File: config.mk
export PLATFORM = sky130hd
export DESIGN_NAME = complex_requant_flat
export DESIGN_NICKNAME = d
export VERILOG_FILES = /design/src/rtl/cplx_fixed_pkg.sv /design/src/rtl/complex_requant_if.sv /design/src/rtl/sat_round_lane.sv /design/src/rtl/complex_requant.sv /design/src/flat_wrapper.sv
export SDC_FILE = /design/constraint.sdc
export NUM_CORES = 1
export LEC_CHECK = 0
export CAP_MARGIN = 20
export CORE_MARGIN = 1.5
export CORE_UTILIZATION = 54
export DETAILED_ROUTE_END_ITERATION = 6
export PLACE_DENSITY = 0.94
export SLEW_MARGIN = 20
export SYNTH_ARGS = -nofsm -noshare
export SYNTH_HDL_FRONTEND = slang
export SYNTH_SLANG_ARGS = --single-unit
export TNS_END_PERCENT = 1
File: constraint.sdc
create_clock -name clk -period 4.2 [get_ports clk]
set_input_delay 0.63 -clock clk [delete_from_list [all_inputs] [get_ports clk]]
set_output_delay 0.63 -clock clk [all_outputs]
set_load 0.02 [all_outputs]
File: src/rtl/cplx_fixed_pkg.sv
// -----------------------------------------------------------------------------
// cplx_fixed_pkg
// Shared fixed-point helpers for the complex datapath.
//   wide_w   : bit width of a Q(QI+1).QF component (adder output format)
//   narrow_w : bit width of a QI.QF component (requantised format)
//   work_w   : internal width used while negating/rounding (one guard bit
//              above the wide format so -(-2^(W-1)) and x+1 cannot overflow)
//   sat_max / sat_min : raw integer limits of the QI.QF format
//   cplx_t   : complex sample pair in the default QI.QF format
// -----------------------------------------------------------------------------
package cplx_fixed_pkg;

  localparam int QI_DEF = 3;
  localparam int QF_DEF = 3;

  function automatic int wide_w(input int qi, input int qf);
    return qi + qf + 1;
  endfunction

  function automatic int narrow_w(input int qi, input int qf);
    return qi + qf;
  endfunction

  function automatic int work_w(input int qi, input int qf);
    return qi + qf + 2;
  endfunction

  function automatic int sat_max(input int qi, input int qf);
    return (32'sd1 <<< (qi + qf - 1)) - 32'sd1;
  endfunction

  function automatic int sat_min(input int qi, input int qf);
    return -(32'sd1 <<< (qi + qf - 1));
  endfunction

  typedef struct packed {
    logic signed [QI_DEF+QF_DEF-1:0] re;
    logic signed [QI_DEF+QF_DEF-1:0] im;
  } cplx_t;

endpackage

File: src/rtl/complex_requant_if.sv
// -----------------------------------------------------------------------------
// complex_requant_if
// Stream bundle around complex_requant.
//   s_valid/s_ready/s_Re/s_Im/scale(/conj) : input beat, Q(QI+1).QF
//   m_valid/m_ready/m_Re/m_Im              : output beat, QI.QF
// Modports:
//   slave  : the requantiser's view (consumes s_*, produces m_*)
//   master : the environment's view (produces s_*, consumes m_*)
// Optional macro COMPLEX_REQUANT_CONJ_EN adds the conj signal.
// -----------------------------------------------------------------------------
interface complex_requant_if
  import cplx_fixed_pkg::*;
#(
  parameter int QI = 3,
  parameter int QF = 3
);

  logic                             s_valid;
  logic                             s_ready;
  logic signed [wide_w(QI,QF)-1:0]  s_Re;
  logic signed [wide_w(QI,QF)-1:0]  s_Im;
  logic                             scale;
`ifdef COMPLEX_REQUANT_CONJ_EN
  logic                             conj;
`endif
  logic                             m_valid;
  logic                             m_ready;
  logic signed [narrow_w(QI,QF)-1:0] m_Re;
  logic signed [narrow_w(QI,QF)-1:0] m_Im;

  modport slave (
`ifdef COMPLEX_REQUANT_CONJ_EN
    input  conj,
`endif
    input  s_valid, s_Re, s_Im, scale, m_ready,
    output s_ready, m_valid, m_Re, m_Im
  );

  modport master (
`ifdef COMPLEX_REQUANT_CONJ_EN
    output conj,
`endif
    output s_valid, s_Re, s_Im, scale, m_ready,
    input  s_ready, m_valid, m_Re, m_Im
  );

endinterface

File: src/rtl/sat_round_lane.sv
// -----------------------------------------------------------------------------
// sat_round_lane
// One component lane of the requantiser, purely combinational, split into
// two halves so the parent can place a pipeline register between them.
//   Stage-1 half: x_i (Q(QI+1).QF), scale_i, [neg_i] -> y_o (work width)
//   Stage-2 half: y_i (work width) -> q_o (QI.QF), sat_o (clip happened)
// Optional macro COMPLEX_REQUANT_CONJ_EN adds neg_i (negate before scaling).
// -----------------------------------------------------------------------------
module sat_round_lane
  import cplx_fixed_pkg::*;
#(
  parameter int QI = 3,
  parameter int QF = 3
) (
  input  logic signed [wide_w(QI,QF)-1:0]   x_i,
  input  logic                              scale_i,
`ifdef COMPLEX_REQUANT_CONJ_EN
  input  logic                              neg_i,
`endif
  output logic signed [work_w(QI,QF)-1:0]   y_o,
  input  logic signed [work_w(QI,QF)-1:0]   y_i,
  output logic signed [narrow_w(QI,QF)-1:0] q_o,
  output logic                              sat_o
);

  localparam int WI = wide_w(QI, QF);
  localparam int WK = work_w(QI, QF);
  localparam int WO = narrow_w(QI, QF);

  localparam logic signed [WK-1:0] MAX_K = WK'(sat_max(QI, QF));
  localparam logic signed [WK-1:0] MIN_K = WK'(sat_min(QI, QF));
  localparam logic signed [WK-1:0] ONE_K = {{(WK-1){1'b0}}, 1'b1};

  logic signed [WK-1:0] x_ext;
  logic signed [WK-1:0] v;
  logic signed [WK-1:0] v_inc;

  // Stage-1 arithmetic: sign-extend, optional negate, optional round-half-up halving.
  always_comb begin
    x_ext = {x_i[WI-1], x_i};
`ifdef COMPLEX_REQUANT_CONJ_EN
    if (neg_i) begin
      v = -x_ext;
    end else begin
      v = x_ext;
    end
`else
    v = x_ext;
`endif
    v_inc = v + ONE_K;
    if (scale_i) begin
      // (x + 1) >>> 1 rounds ties toward +inf
      y_o = v_inc >>> 1;
    end else begin
      y_o = v;
    end
  end

  // Stage-2 saturation into the narrow format.
  always_comb begin
    q_o   = y_i[WO-1:0];
    sat_o = 1'b0;
    if (y_i > MAX_K) begin
      q_o   = MAX_K[WO-1:0];
      sat_o = 1'b1;
    end else if (y_i < MIN_K) begin
      q_o   = MIN_K[WO-1:0];
      sat_o = 1'b1;
    end else begin
      q_o   = y_i[WO-1:0];
      sat_o = 1'b0;
    end
  end

endmodule

File: src/rtl/complex_requant.sv
// -----------------------------------------------------------------------------
// complex_requant
// Two-stage streaming narrowing of a complex sample from Q(QI+1).QF to QI.QF:
// stage 1 optionally halves with rounding, stage 2 saturates. Elastic
// valid/ready pipeline with full throughput, plus a sticky saturation flag
// and a non-wrapping saturation-event counter.
// Ports:
//   clk, rst   : clock, synchronous active-high reset
//   bus        : complex_requant_if.slave (input and output beats)
//   clear      : synchronous clear of sat_flag / sat_count
//   sat_flag   : sticky, some component clipped since reset/clear
//   sat_count  : number of beats with at least one clipped component
// Optional macro COMPLEX_REQUANT_CONJ_EN: bus.conj negates the imaginary part.
// -----------------------------------------------------------------------------
module complex_requant
  import cplx_fixed_pkg::*;
#(
  parameter int QI    = 3,
  parameter int QF    = 3,
  parameter int CNT_W = 16
) (
  input  logic               clk,
  input  logic               rst,
  complex_requant_if.slave   bus,
  input  logic               clear,
  output logic               sat_flag,
  output logic [CNT_W-1:0]   sat_count
);

  localparam int WK = work_w(QI, QF);
  localparam int WO = narrow_w(QI, QF);

  localparam logic [CNT_W-1:0] CNT_ZERO = {CNT_W{1'b0}};
  localparam logic [CNT_W-1:0] CNT_ONE  = {{(CNT_W-1){1'b0}}, 1'b1};
  localparam logic [CNT_W-1:0] CNT_MAX  = {CNT_W{1'b1}};

  // stage 1
  logic                 v1_q, v1_d;
  logic signed [WK-1:0] y_re_q, y_re_d, y_im_q, y_im_d;
  // stage 2
  logic                 v2_q, v2_d;
  logic signed [WO-1:0] m_re_q, m_re_d, m_im_q, m_im_d;
  // statistics
  logic                 flag_q, flag_d;
  logic [CNT_W-1:0]     cnt_q, cnt_d;

  logic                 en1, en2, sat_evt;
  logic signed [WK-1:0] y_re_c, y_im_c;
  logic signed [WO-1:0] q_re_c, q_im_c;
  logic                 sat_re_c, sat_im_c;

  sat_round_lane #(.QI(QI), .QF(QF)) u_lane_re (
    .x_i     (bus.s_Re),
    .scale_i (bus.scale),
`ifdef COMPLEX_REQUANT_CONJ_EN
    .neg_i   (1'b0),
`endif
    .y_o     (y_re_c),
    .y_i     (y_re_q),
    .q_o     (q_re_c),
    .sat_o   (sat_re_c)
  );

  sat_round_lane #(.QI(QI), .QF(QF)) u_lane_im (
    .x_i     (bus.s_Im),
    .scale_i (bus.scale),
`ifdef COMPLEX_REQUANT_CONJ_EN
    .neg_i   (bus.conj),
`endif
    .y_o     (y_im_c),
    .y_i     (y_im_q),
    .q_o     (q_im_c),
    .sat_o   (sat_im_c)
  );

  // Handshake: a stage may load when it is empty or its content moves on.
  assign en2         = ~v2_q | bus.m_ready;
  assign en1         = ~v1_q | en2;
  assign bus.s_ready = en1;
  assign sat_evt     = en2 & v1_q & (sat_re_c | sat_im_c);

  // Next-state for both pipeline stages and the saturation statistics.
  always_comb begin
    v1_d   = v1_q;
    y_re_d = y_re_q;
    y_im_d = y_im_q;
    v2_d   = v2_q;
    m_re_d = m_re_q;
    m_im_d = m_im_q;
    flag_d = flag_q;
    cnt_d  = cnt_q;

    if (en1) begin
      v1_d = bus.s_valid;
      if (bus.s_valid) begin
        y_re_d = y_re_c;
        y_im_d = y_im_c;
      end else begin
        y_re_d = y_re_q;
        y_im_d = y_im_q;
      end
    end else begin
      v1_d = v1_q;
    end

    if (en2) begin
      v2_d = v1_q;
      if (v1_q) begin
        m_re_d = q_re_c;
        m_im_d = q_im_c;
      end else begin
        m_re_d = m_re_q;
        m_im_d = m_im_q;
      end
    end else begin
      v2_d = v2_q;
    end

    // A coinciding event beats clear: the event becomes the first count.
    if (sat_evt) begin
      flag_d = 1'b1;
      if (clear) begin
        cnt_d = CNT_ONE;
      end else if (cnt_q == CNT_MAX) begin
        cnt_d = cnt_q;
      end else begin
        cnt_d = cnt_q + CNT_ONE;
      end
    end else if (clear) begin
      flag_d = 1'b0;
      cnt_d  = CNT_ZERO;
    end else begin
      flag_d = flag_q;
      cnt_d  = cnt_q;
    end
  end

  // State registers with synchronous reset.
  always_ff @(posedge clk) begin
    if (rst) begin
      v1_q   <= 1'b0;
      y_re_q <= {WK{1'b0}};
      y_im_q <= {WK{1'b0}};
      v2_q   <= 1'b0;
      m_re_q <= {WO{1'b0}};
      m_im_q <= {WO{1'b0}};
      flag_q <= 1'b0;
      cnt_q  <= CNT_ZERO;
    end else begin
      v1_q   <= v1_d;
      y_re_q <= y_re_d;
      y_im_q <= y_im_d;
      v2_q   <= v2_d;
      m_re_q <= m_re_d;
      m_im_q <= m_im_d;
      flag_q <= flag_d;
      cnt_q  <= cnt_d;
    end
  end

  assign bus.m_valid = v2_q;
  assign bus.m_Re    = m_re_q;
  assign bus.m_Im    = m_im_q;
  assign sat_flag    = flag_q;
  assign sat_count   = cnt_q;

endmodule

File: src/flat_wrapper.sv
// flat-port wrapper written by rule: the top's interface ports become plain ports
module complex_requant_flat import cplx_fixed_pkg::*;
#(
  parameter int QI    = 3,
  parameter int QF    = 3,
  parameter int CNT_W = 16
)
  (clk, rst, clear, sat_flag, sat_count, bus_s_valid, bus_s_Re, bus_s_Im, bus_scale, bus_m_ready, bus_s_ready, bus_m_valid, bus_m_Re, bus_m_Im);
  complex_requant_if #(.QI(QI), .QF(QF)) bus_i ();
  input  logic clk;
  input  logic rst;
  input  logic clear;
  output logic sat_flag;
  output logic [CNT_W-1:0] sat_count;
  input wire logic [$bits(bus_i.s_valid)-1:0] bus_s_valid;
  input wire logic [$bits(bus_i.s_Re)-1:0] bus_s_Re;
  input wire logic [$bits(bus_i.s_Im)-1:0] bus_s_Im;
  input wire logic [$bits(bus_i.scale)-1:0] bus_scale;
  input wire logic [$bits(bus_i.m_ready)-1:0] bus_m_ready;
  output wire logic [$bits(bus_i.s_ready)-1:0] bus_s_ready;
  output wire logic [$bits(bus_i.m_valid)-1:0] bus_m_valid;
  output wire logic [$bits(bus_i.m_Re)-1:0] bus_m_Re;
  output wire logic [$bits(bus_i.m_Im)-1:0] bus_m_Im;
  assign bus_i.s_valid = bus_s_valid;
  assign bus_i.s_Re = bus_s_Re;
  assign bus_i.s_Im = bus_s_Im;
  assign bus_i.scale = bus_scale;
  assign bus_i.m_ready = bus_m_ready;
  assign bus_s_ready = bus_i.s_ready;
  assign bus_m_valid = bus_i.m_valid;
  assign bus_m_Re = bus_i.m_Re;
  assign bus_m_Im = bus_i.m_Im;
  complex_requant #(.QI(QI), .QF(QF), .CNT_W(CNT_W)) u_core (.clk(clk), .rst(rst), .bus(bus_i), .clear(clear), .sat_flag(sat_flag), .sat_count(sat_count));
endmodule
==> impl_metrics.csv, run 1 <==
group,metric,value,unit
timing,max_freq,379.1,MHz
logic_synthesis,synth_warnings,0,
global_routing,grt.overflow.total,0,
logic_synthesis,synth_most_common_cell,"dfxtp_1",
global_routing,grtUsageMet3,0.05844,
timing,fin_tns_setup,0,ns
timing,hold_viol,0,
cells_and_area,regArea,900.9,sq um
drt,ant_nets,0,
logic_synthesis,ys.flop_type,"dfxtp_1",
pwr,power_leakage,0.001043,uW
place,finalWeightedCongestion,0.8526,
die,initial_core_util,0.5720,
die,rows,23,
cells_and_area,synthToLayoutAreaGrowth,27.60,%
drt,vias,2378,
die,dieArea,0.004700,sq mm
worst_setup_path,start_kind,"input pin",
timing,fin_skew,0.008710,ns
global_routing,grt_pass1_vias,2001,
worst_setup_path,crit_required,3.57,ns
timing,fin_crit_sh,0.6281,
timing,worst_slew_pin_slew,0.9530,ns
worst_setup_path,crit_path_end_kind,"output pin",
logic_synthesis,synth_seq_area_share,0.3881,
drt,wirelength,5.999,mm
cells_and_area,nets,348,
clock_tree,htree_levels,2,
global_routing,track_usage,0.2617,
die,ios,51,
clock_tree,holdBufCountCts,0,
pwr,pwr_density_cell,333.4,mW/mm^2
drt,vias_per_cell,6.324,
cells_and_area,multi_input_area,0.001338,sq mm
cells_and_area,n_fill_cell,307,
global_routing,grt_pass1_wl,9.321,mm
worst_setup_path,arrival,2.01,ns
pwr,p_total,987.3,uW
clock_tree,cts_num_sinks,45,
logic_synthesis,synthesis.area,0.002321,sq mm
logic_synthesis,synth.largest_area_cell,"dfxtp_1",
drt,post-route-drc-count,0,
global_routing,grtUsageMet1,0.3476,
place,port_buffers,50,
timing,setup_viol,0,
pwr,ir_worst_vdd,202.6,uV
die,die_h,68.56,um
place,hpwl,3.951,mm
logic_synthesis,synth_area_leaders,"dfxtp_1 39%, a21oi_1 5.4%, nand2_1 5.0%",
clock_tree,cts_tree,"yes",
timing,drv_slew,0,
clock_tree,cts_setup_buffers,0,
drt,wl_per_cell,15.95,um
drt,drt-initial-drc-count,257,
cells_and_area,fin_util,0.7299,
logic_synthesis,ys_ff_latch,45,
job,cap_violations,0,
global_routing,use_met2,0.4207,
clock_tree,clkTransAtPathRegs,0.08,ns
place,dp_cells,368,
logic_synthesis,synthArstFlopShare,0,
clock_tree,cts_resized,0,
logic_synthesis,synth_fp_nets,305,
cells_and_area,layoutNonFillerInstCount,376,
place,pre_cts_ws,1.622,ns
logic_synthesis,syn_inst,282,
run_status,status,"complete, no violations",
clock_tree,cts_buffer_depth,2,
cells_and_area,diodes,0,
timing,layout_min_cycle_time,2.638,ns
timing,rsz0062_at_grt,"no",
logic_synthesis,yosysTopAreaCellShare,0.3881,
global_routing,grt_busiest_layer,"met2",
logic_synthesis,synth-edff-count,0,
worst_hold_path,hold_class,"reg -> reg",
timing,fin_ws,1.562,ns
clock_tree,clock_latency,0.30,ns
cells_and_area,drive_above_1_share,0.04908,
worst_setup_path,crit_fanout,4,
drt,dr.pass1.iters,5,
die,die_w,68.56,um
global_routing,grt_max_degree,41,
clock_tree,cts_root_buffer,"clkbuf_8",
logic_synthesis,synth_area_per_cell,8.230,sq um
worst_setup_path,critPathKind,"in -> out",
logic_synthesis,synth_cell_types,49,
timing,relSlewSlack,0.3594,
die,core,0.004058,sq mm
global_routing,antenna_found_initial,0,
clock_tree,numCtsBuffers,5,
logic_synthesis,synth_commonest_cells,"45 x dfxtp_1, 31 x nand2_1, 25 x a21oi_1, 22 x nor2_1, 17 x nor3_1",
==> state kept, by name, summed over array words and instances, names as in the netlist <==
name,flops
u_core.bus.m_Im,6
u_core.bus.m_Re,6
u_core.bus.m_valid,1
u_core.sat_count,16
u_core.sat_flag,1
u_core.v1_q,1
u_core.y_im_q,7
u_core.y_re_q,7
==> logic make-up (layout without fill, tap and decap cells) <==
kind of cell	count (synthesis)	in the layout	synth area share
fa+ha+maj	3	3	0.01617
simple gates	128	128	0.2938
buf+inv	20	64	0.03558
compound gates	74	74	0.2167
flops	45	45	0.3881
mux	8	8	0.03450
xor+xnor	4	4	0.01510
==> metal layers <==
metal,wire length (um),share of wire,vias up
li1,-,-,1146
met1,2542,0.42,1094
met2,2814,0.47,116
met3,496,0.083,22
met4,145,0.024,0
met5,0,0,-
==> worst paths after layout <==
check	from	to	slack (ns)	cells past startpoint
max	bus_m_ready	bus_s_ready	1.56	3
min	u_core.y_im_q[3]$_SDFFE_PP0P_	u_core.y_im_q[3]$_SDFFE_PP0P_	0.47	2
max reg2reg	u_core.sat_count[0]$_SDFFE_PP0P_	u_core.sat_count[9]$_SDFFE_PP0P_	1.99	5
min reg2reg	u_core.y_im_q[3]$_SDFFE_PP0P_	u_core.y_im_q[3]$_SDFFE_PP0P_	0.47	2
==> where the power goes <==
group / leakage [uW] / switching (uW) / internal, uW
Combinational: 0.000607 / 82.3 / 62.9
Sequential: 0.000368 / 14.3 / 446
Clock: 0.0000681 / 146 / 236
==> worst max-delay path: stages <==
cell and delay, ns:
clkdlybuf4s50_1 0.49, nand3b_1 0.24, clkdlybuf4s50_1 0.65
==> per-stage QoR <==
stage / instance area [sq um] / hold slack [ns]
CTS: 2962 / 0.4642
detailed placement: 2828 / 0.4460
floorplan: 2321 / 0.4327
finish: 2962 / 0.4686
global placement: 2828 / 0.4407
global route: 2962 / 0.5003
==> placed cells by master (no fill, tap or decap), drive strengths merged, types with 3 or more instances in the layout <==
cell           synthesis  layout
a211oi                14      14
a21o                   4       4
a21oi                 25      25
a311oi                 3       3
a31oi                  4       4
and2                   3       3
and4                   3       3
clkbuf                11       5
clkdlybuf4s50          0      50
dfxtp                 45      45
ha                     3       3
inv                    5       5
mux2i                  8       8
nand2                 31      31
nand2b                 4       4
nand3                 10      10
nand3b                 3       3
nand4                 10      10
nor2                  22      22
nor3                  17      17
nor4                   5       5
o211ai                 4       4
o21ai                  4       4
o31ai                  3       3
or3                    8       8
or4                    3       3
==> cell type report <==
cell class / instances / area share
sequential: 45 / 0.3042
clock inverter: 3 / 0.02197
timing repair buffer: 51 / 0.1715
inverter: 5 / 0.006337
tap: 50 / 0.02112
multi-input combinational: 217 / 0.4516
clock buffer: 5 / 0.02324
(Power assumes the default switching activity.)
==> run 2: changes to the inputs <==
CORE_UTILIZATION = 45   (was 54)
PLACE_DENSITY = 0.84   (was 0.94)
clock period = 2.19 ns   (was 4.2 ns; I/O delays follow)
==> run 2 against run 1 <==
Core utilization down 10 points. Cell area grew 2.5%. First-iteration DRC count fell by 45%. Critical path depth increased by 1. Highest routed layer unchanged. Flip-flop and latch count unchanged. Hold slack better by 0.0020 ns. Via count shrank 2.3%. Clock skew fell by 0.0039 ns. Count of clock-buffer cells in the layout rose by 1. Cell count increased by 7.2%. Global-route usage is 4.9 points lower. Largest cell class unchanged. Largest power group unchanged. Routed wire length decreased by 4.8%.
==> impl_metrics.csv, run 2 (same netlist as run 1, synthesis figures left out) <==
group,metric,value,unit
drt,vias_per_cell,5.767,
drt,drt-initial-drc-count,141,
worst_setup_path,crit_path_end_kind,"flop",
worst_hold_path,min_from,"u_core.y_im_q[1]$_SDFFE_PP0P_",
cells_and_area,largest_reg_flops,16,
worst_hold_path,hold_class,"reg -> reg",
job,cap_violations,0,
cells_and_area,synthToLayoutAreaGrowth,30.78,%
global_routing,grt.overflow.total,0,
worst_setup_path,arrival,2.17,ns
timing,hold_viol,0,
timing,holdWs,0.4706,ns
place,hpwl,4.187,mm
die,initial_core_util,0.4787,
worst_setup_path,critPathMaxStageDelay,0.67,ns
clock_tree,cts_buffer_depth,2,
cells_and_area,multi_input_area,0.001338,sq mm
die,ios,51,
clock_tree,cts_tree,"yes",
drt,wl_per_cell,14.17,um
worst_setup_path,crit_start,"u_core.sat_count[4]$_SDFFE_PP0P_",
timing,relSlewSlack,0.7155,
clock_tree,cts_root_buffer,"clkbuf_8",
cells_and_area,drive_above_1_share,0.07440,
clock_tree,holdBufCountCts,0,
timing,fin_tns_setup,0,ns
pwr,power_leakage,0.001079,uW
place,port_buffers,50,
cells_and_area,final_cell_mix,"50 x clkdlybuf4s50_1, 45 x dfxtp_1, 31 x nand2_1, 25 x a21oi_1, 22 x nor2_1",
die,rows,25,
worst_setup_path,critPathKind,"reg -> reg",
cells_and_area,nets,358,
global_routing,antenna_found_initial,0,
global_routing,grt_pass1_vias,2028,
global_routing,track_usage,0.2131,
worst_setup_path,r2r-start,"u_core.sat_count[4]$_SDFFE_PP0P_",
global_routing,grt_max_degree,39,
die,die_h,74.82,um
pwr,pwr_density_cell,593.5,mW/mm^2
worst_setup_path,start_kind,"flop",
worst_setup_path,crit_required,2.41,ns
worst_setup_path,crit_chain,"nand4_1 -> or4_4 -> a2111o_1 -> o31ai_1",
pwr,ir_worst_vdd,354.2,uV
drt,post-route-drc-count,0,
place,dp_cells,395,
clock_tree,htree_levels,2,
worst_setup_path,crit_slowest_cell,"or4_4",
die,core,0.004848,sq mm
timing,max_freq,513.1,MHz
drt,wirelength,5.710,mm
cells_and_area,diodes,0,
timing,layout_min_cycle_time,1.949,ns
timing,rsz0062_at_grt,"no",
timing,drv_slew,0,
clock_tree,cts_resized,0,
timing,fin_crit_sh,0.8900,
place,finalWeightedCongestion,0.8270,
clock_tree,clock_latency,0.30,ns
clock_tree,cts_num_sinks,45,
cells_and_area,regArea,900.9,sq um
drt,vias,2324,
die,dieArea,0.005597,sq mm
drt,ant_nets,0,
clock_tree,clkTransAtPathRegs,0.09,ns
clock_tree,cts_setup_buffers,0,
cells_and_area,n_fill_cell,416,
timing,worst_slew_pin_slew,0.4257,ns
worst_setup_path,crit_fanout,9,
clock_tree,numCtsBuffers,5,
timing,setup_viol,0,
cells_and_area,layout_commonest_cell,"clkdlybuf4s50_1",
drt,dr.pass1.iters,4,
cells_and_area,layoutNonFillerInstCount,403,
die,die_w,74.82,um
global_routing,grt_pass1_wl,9.232,mm
run_status,status,"complete, no violations",
timing,fin_skew,0.004807,ns
==> run 2: critical path, delay by kind of cell (launching register included) <==
kind               cells  cell delay, ns
DFF                    1            0.45
AOI/OAI and AO/OA      2            0.50
and+or+nand+nor        2            0.92
==> run 2: final timing paths <==
| kind | to | slack [ns] | cells after the start |
|---|---|---|---|
| worst max-delay path | u_core.sat_count[0]$_SDFFE_PP0P_ | 0.24 | 4 |
| worst min-delay path | u_core.y_im_q[1]$_SDFFE_PP0P_ | 0.47 | 2 |
| worst max register to register | u_core.sat_count[0]$_SDFFE_PP0P_ | 0.24 | 4 |
| worst min register to register | u_core.y_im_q[1]$_SDFFE_PP0P_ | 0.47 | 2 |
==> run 2: layer usage <==
metal	vias up	share of wire	track usage
met5	-	0	0
met4	0	0.0079	0.05657
met3	4	0.044	0.04016
met2	65	0.45	0.3294
met1	1082	0.50	0.3071
li1	1173	-	-
==> run 2: stage by stage <==
| step | setup slack [ns] | utilization | instance area [sq um] | power, uW |
|---|---|---|---|---|
| final | 0.2409 | 0.6261 | 3035 | 1801 |
| after global routing | 0.1569 | 0.6261 | 3035 | 1863 |
| after CTS | 0.2502 | 0.6261 | 3035 | 1805 |
| after detailed placement | 0.2071 | 0.6031 | 2924 | 1180 |
| after global placement | 0.2209 | 0.6031 | 2924 | 1171 |
| after floorplan | 0.07939 | - | 2321 | 1054 |
==> run 2: final cells by class <==
type                       count  share of cell area
sequential                    45              0.2968
clock buffer                   6             0.02391
tap                           67             0.02762
inverter                       5            0.006183
clock inverter                 2             0.01278
multi-input combinational    217              0.4406
timing repair buffer          61              0.1921
==> run 2: where the power goes <==
group | switching, uW | leakage [uW] | internal [uW]
registers | 24.8 | 0.000368 | 855
clock network | 296 | 0.0000554 | 343
logic | 154 | 0.000656 | 129
==> run 3: changes to the inputs <==
PLACE_DENSITY = default   (was 0.84)
PLACE_DENSITY_LB_ADDON = 0.05   (was default)
==> run 3 against run 2 <==
Cell count grew 0.50%. Highest routed layer unchanged. Critical path type is now in -> out. Sequential power about the same. First-iteration DRC count decreased by 4.3%. Maximum frequency decreased by 1.7%. Combinational power about the same.
==> impl_metrics.csv, run 3 (same netlist as run 1, synthesis figures left out) <==
group,metric,value,unit
worst_setup_path,rrSetupSlack,0.27,ns
drt,wirelength,5.726,mm
global_routing,grt.overflow.total,0,
global_routing,grt_pass1_wl,9.218,mm
job,cap_violations,0,
clock_tree,clock_latency,0.29,ns
cells_and_area,synthToLayoutAreaGrowth,32.18,%
run_status,status,"complete, no violations",
die,dieArea,0.005597,sq mm
worst_setup_path,critPathMaxStageDelay,0.65,ns
worst_hold_path,hold_end,"u_core.y_im_q[1]$_SDFFE_PP0P_",
timing,worst_slew_pin_slew,0.7637,ns
clock_tree,cts_setup_buffers,0,
cells_and_area,n_fill_cell,457,
drt,wl_per_cell,14.14,um
place,finalWeightedCongestion,0.8671,
clock_tree,cts_tree,"yes",
worst_setup_path,start_kind,"input pin",
timing,rsz0062_at_grt,"no",
worst_hold_path,holdPathStages,2,
timing,fin_crit_sh,0.9053,
clock_tree,clkTransAtPathRegs,0.08,ns
drt,vias,2280,
timing,layout_min_cycle_time,1.983,ns
pwr,pwr_density_cell,589.2,mW/mm^2
cells_and_area,drive_above_1_share,0.07988,
clock_tree,cts_resized,0,
worst_setup_path,critPathTopFamily,"buffers and inverters",
clock_tree,holdBufCountCts,0,
global_routing,grt_max_degree,33,
worst_setup_path,crit_path_end_kind,"output pin",
worst_setup_path,r2r-end,"u_core.sat_count[0]$_SDFFE_PP0P_",
cells_and_area,nets,360,
worst_setup_path,critical_path.most_common_cell,"clkdlybuf4s50_1",
global_routing,antenna_found_initial,0,
global_routing,track_usage,0.2182,
drt,drt-initial-drc-count,135,
die,core,0.004848,sq mm
timing,relSlewSlack,0.4886,
cells_and_area,fin_util,0.6328,
timing,fin_skew,0.003365,ns
drt,post-route-drc-count,0,
worst_setup_path,crit_slowest_cell,"clkdlybuf4s50_1",
place,hpwl,4.298,mm
clock_tree,cts_buffer_depth,2,
die,die_h,74.82,um
clock_tree,htree_levels,2,
clock_tree,cts_num_sinks,45,
timing,max_freq,504.4,MHz
die,initial_core_util,0.4787,
pwr,power_leakage,0.001097,uW
cells_and_area,largest_reg_flops,16,
worst_hold_path,min_from,"u_core.y_im_q[1]$_SDFFE_PP0P_",
worst_setup_path,crit_fanout,4,
die,rows,25,
worst_setup_path,arrival,1.65,ns
worst_setup_path,crit_required,1.86,ns
worst_setup_path,r2r-start,"u_core.sat_count[9]$_SDFFE_PP0P_",
clock_tree,cts_root_buffer,"clkbuf_8",
timing,fin_tns_setup,0,ns
clock_tree,numCtsBuffers,5,
timing,drv_slew,0,
timing,setup_viol,0,
worst_hold_path,hold_class,"reg -> reg",
worst_setup_path,path_buf_inv,2,
drt,vias_per_cell,5.630,
pwr,ir_worst_vdd,309.8,uV
drt,ant_nets,0,
cells_and_area,final_cell_mix,"50 x clkdlybuf4s50_1, 45 x dfxtp_1, 31 x nand2_1, 25 x a21oi_1, 22 x nor2_1",
die,die_w,74.82,um
cells_and_area,diodes,0,
die,ios,51,
drt,dr.pass1.iters,4,
cells_and_area,layout_commonest_cell,"clkdlybuf4s50_1",
place,port_buffers,50,
worst_setup_path,rr_worst_depth,4,
worst_setup_path,critPathKind,"in -> out",
timing,hold_viol,0,
global_routing,grt_pass1_vias,1886,
worst_setup_path,crit_chain,"clkdlybuf4s50_1 -> nand3b_1 -> clkdlybuf4s50_1",
==> run 3: cell types whose count changed in the layout (fill, tap and decap cells not counted), sizes merged <==
cell | before | now
buf | 11 | 13
clkinv | 1 | 0
clkbuf | 6 | 7
==> run 3: layout make-up <==
class                      count  area (sq um)  share of cell area
clock inverter                 1         30.03            0.009788
multi-input combinational    217          1338              0.4360
sequential                    45         900.9              0.2936
clock buffer                   7         86.33             0.02814
timing repair buffer          63         610.6              0.1990
tap                           67         83.83             0.02732
inverter                       5         18.77            0.006117
==> run 3: worst max-delay path by stage <==
stage               depth (start not counted)                          endpoint                              from
floorplan                                   6  u_core.sat_count[0]$_SDFFE_PP0P_  u_core.sat_count[1]$_SDFFE_PP0P_
global route                                5  u_core.sat_count[0]$_SDFFE_PP0P_  u_core.sat_count[0]$_SDFFE_PP0P_
global placement                            5  u_core.sat_count[3]$_SDFFE_PP0P_                       bus_m_ready
finish                                      3                       bus_s_ready                       bus_m_ready
CTS                                         3                       bus_s_ready                       bus_m_ready
detailed placement                          5  u_core.sat_count[3]$_SDFFE_PP0P_                       bus_m_ready
==> run 3: metal layers <==
layer / share of wire / vias to the layer above / track usage
met4: 0.0079 / 0 / 0.07475
met3: 0.065 / 4 / 0.04819
met1: 0.52 / 1013 / 0.3405
li1: - / 1179 / -
met2: 0.41 / 84 / 0.2917
met5: 0 / - / 0
==> run 3: worst register-to-register path: stages (launching register included) <==
cell      delay, ns
dfxtp_1        0.51
nand4_4        0.19
or4_4          0.63
a2111o_1       0.44
o31ai_1        0.07
==> run 3: power breakdown <==
group	internal, uW	switching [uW]	total [uW]
Clock	372	272	644
Combinational	132	153	284
Sequential	855	24.8	879
==> run 3: through the flow <==
step | cell area [sq um] | instances | hold slack, ns | worst slack, ns | power, uW
global placement | 2952 | 397 | 0.4464 | 0.1172 | 1178
detailed placement | 2952 | 397 | 0.4545 | 0.09379 | 1183
global route | 3068 | 405 | 0.4988 | 0.1633 | 1893
CTS | 3068 | 405 | 0.4640 | 0.2217 | 1819
finish | 3068 | 405 | 0.4614 | 0.2074 | 1808
floorplan | 2321 | 282 | 0.4327 | 0.07939 | 1054
==> edit, RTL diff (settings of run 2) <==
Register the output `sat_count` once more; this adds one clock of latency there. The other outputs are not delayed to match.
--- a/src/rtl/complex_requant.sv
+++ b/src/rtl/complex_requant.sv
@@ -164,3 +164,5 @@
   assign sat_flag    = flag_q;
-  assign sat_count   = cnt_q;
+  always_ff @(posedge clk) begin
+    sat_count <= cnt_q;
+  end
 
Check against the original RTL: not equivalent (Yosys sat finds a counterexample within 4 cycles, from zero or initial values and one cycle with rst high).
==> edit against run 2 <==
- via count up 2.0%
- final cell count increased by 9.9%
- clock power is 47% higher
- final area increased by 14%
- power increased by 33%
- count of clock-buffer cells in the layout rose by 6
- non-clock buffer count is 2 higher
- area after synthesis grew 14%
- largest power group unchanged
- sequential cell count grew 16
- sequential power grew 34%
- sequential share of layout area rose by 5.7 points
- wire length is 3.1% lower
- setup slack got worse by 0.12 ns
==> edit: results (changes against run 2) <==
final_layout:
  layout.nets: 391  # +9.2%
  antennaDiodeCount: 0  # unchanged
  reg_top3: "u_core.cnt_q (16), u_core.sat_count (16)"
  drive_above_1_share_pct: 9.70  # +2.3 points
  nFillCells: 480  # +15%
synthesis:
  synth_fp_nets: 332  # +8.9%
  ys_seq_area_share_pct: 46.0  # +7.2 points
  ys_top_cells_by_count: "dfxtp_1 (61), nor2_1 (42), nand2_1 (33)"
  yosysUniqueCellTypes: 45  # -8.2%
  synth_area_leaders: "dfxtp_1 (46%), nor2_1 (5.9%), a21oi_1 (5.1%)"
  syn_inst: 309  # +9.6%
  synth_ff_type: "dfxtp_1"
clock_tree:
  clock_latency_ns: 0.34  # +0.04 ns
  cts_buffers: 9  # +4
  cts_setup_buffers: 0  # unchanged
  cts_resized: 0  # unchanged
  htree_num_levels: 3  # +1
  path_clk_slew_ns: 0.06  # -0.03 ns
  cts_buffer_depth: 2  # unchanged
placement:
  placed_area_um2: 3270  # +12%
  io_buffers: 50  # unchanged
  gp_congestion: 0.860  # +3.9%
  dp_hpwl_um: 3980  # -5.0%
  placed_cells: 429  # +8.6%
worst_setup_path:
  crit_slowest_cell: "clkdlybuf4s50_1"
  cp_top_family: "buffers and inverters"
  slowest_delay_ns: 0.55  # -0.12 ns
  reg2regPathDepth: 5  # +1
  crit_fanout: 3  # -6
  worstPathArrival_ns: 1.74  # -0.43 ns
drt:
  wl_um: 5530  # -3.1%
  dr.first_iter.drc_count: 121  # -14%
  vias: 2370  # +2.0%
  routed_via_density: 5.35  # -7.2%
run_status:
  outcome: "completed"
sta:
  clock_skew_ns: 0.00530  # +0.000497 ns
  max_slew_margin_pct: 73.6  # +2.1 points
  hold_viol_final: 0  # unchanged
grt:
  groute.usage.overall_pct: 19.0  # -2.3 points
  antenna_found_initial: 0  # unchanged
  grt_max_degree: 41  # +5.1%
  grt_pass1_wl_um: 9350  # +1.3%
  grt_pass1_vias: 2114  # +4.2%
power_and_ir_drop:
  irDropWorstVdd_v: 0.000532  # +50%
  p_int_w: 0.00182  # +37%
  leakage_nw: 1.21  # +12%
worst_hold_path:
  hold_class: "register to register"
  hold_depth: 0  # -2
-- edit: cell count changes in the layout (fill, tap and decap cells not counted), sizes merged, moves of 3 or more --
cell / run 2 / this run
nor3: 17 / 14
or3: 8 / 0
dfxtp: 45 / 61
a211oi: 14 / 2
a21o: 4 / 1
nand4: 10 / 6
inv: 5 / 9
and2: 3 / 0
a31oi: 4 / 1
clkbuf: 6 / 12
xnor2: 2 / 12
nor2: 22 / 42
o21ai: 4 / 20
-- edit: power by group through the flow --
stage               clock network (W)  registers [W]  logic, W
CTS                          0.000947        0.00118  0.000285
global route                  0.00101        0.00118  0.000315
detailed placement                  0        0.00120  0.000284
finish                       0.000939        0.00118  0.000284
floorplan                           0        0.00121  0.000145
global placement                    0        0.00120  0.000278
-- edit: cell type report --
| cell class | count | area [µm²] | area share (%) |
|---|---|---|---|
| clock inverters | 2 | 35.0 | 1.02 |
| well taps | 72 | 90.1 | 2.61 |
| repair buffers | 63 | 598 | 17.4 |
| multi-input cells | 224 | 1320 | 38.4 |
| inverters | 9 | 33.8 | 0.980 |
| flip-flops and latches | 61 | 1220 | 35.4 |
| clock buffers | 12 | 145 | 4.21 |
-- edit: cell families after synthesis --
| family | Yosys count | synth area share (%) |
|---|---|---|
| compound gates | 70 | 16.9 |
| xor+xnor | 12 | 3.96 |
| fa+ha+maj | 3 | 1.41 |
| buf+inv | 24 | 4.10 |
| flops | 61 | 46.0 |
| mux | 8 | 3.02 |
| simple gates | 131 | 24.6 |
-- edit: stage by stage --
stage	power, W	setup slack (ns)
final	0.00240	0.124
after global routing	0.00251	0.0348
after CTS	0.00241	0.127
after detailed placement	0.00148	0.119
after global placement	0.00148	0.145
after floorplan	0.00136	0.512
-- edit: worst paths after layout --
| path | start | end | slack [ns] |
|---|---|---|---|
| worst max-delay path | bus_m_ready | bus_s_ready | 0.12 |
| worst min-delay path | u_core.cnt_q[7] | u_core.sat_count[7] | 0.39 |
| worst min register to register | u_core.cnt_q[7] | u_core.sat_count[7] | 0.39 |
| worst max register to register | u_core.cnt_q[0] | u_core.cnt_q[10] | 0.28 |
-- edit: metal layers --
metal / GRT usage, % / wire [µm]
met1: 22.2 / 2440
met2: 32.3 / 2720
met3: 5.26 / 263
met4: 8.45 / 110
met5: 0 / 0
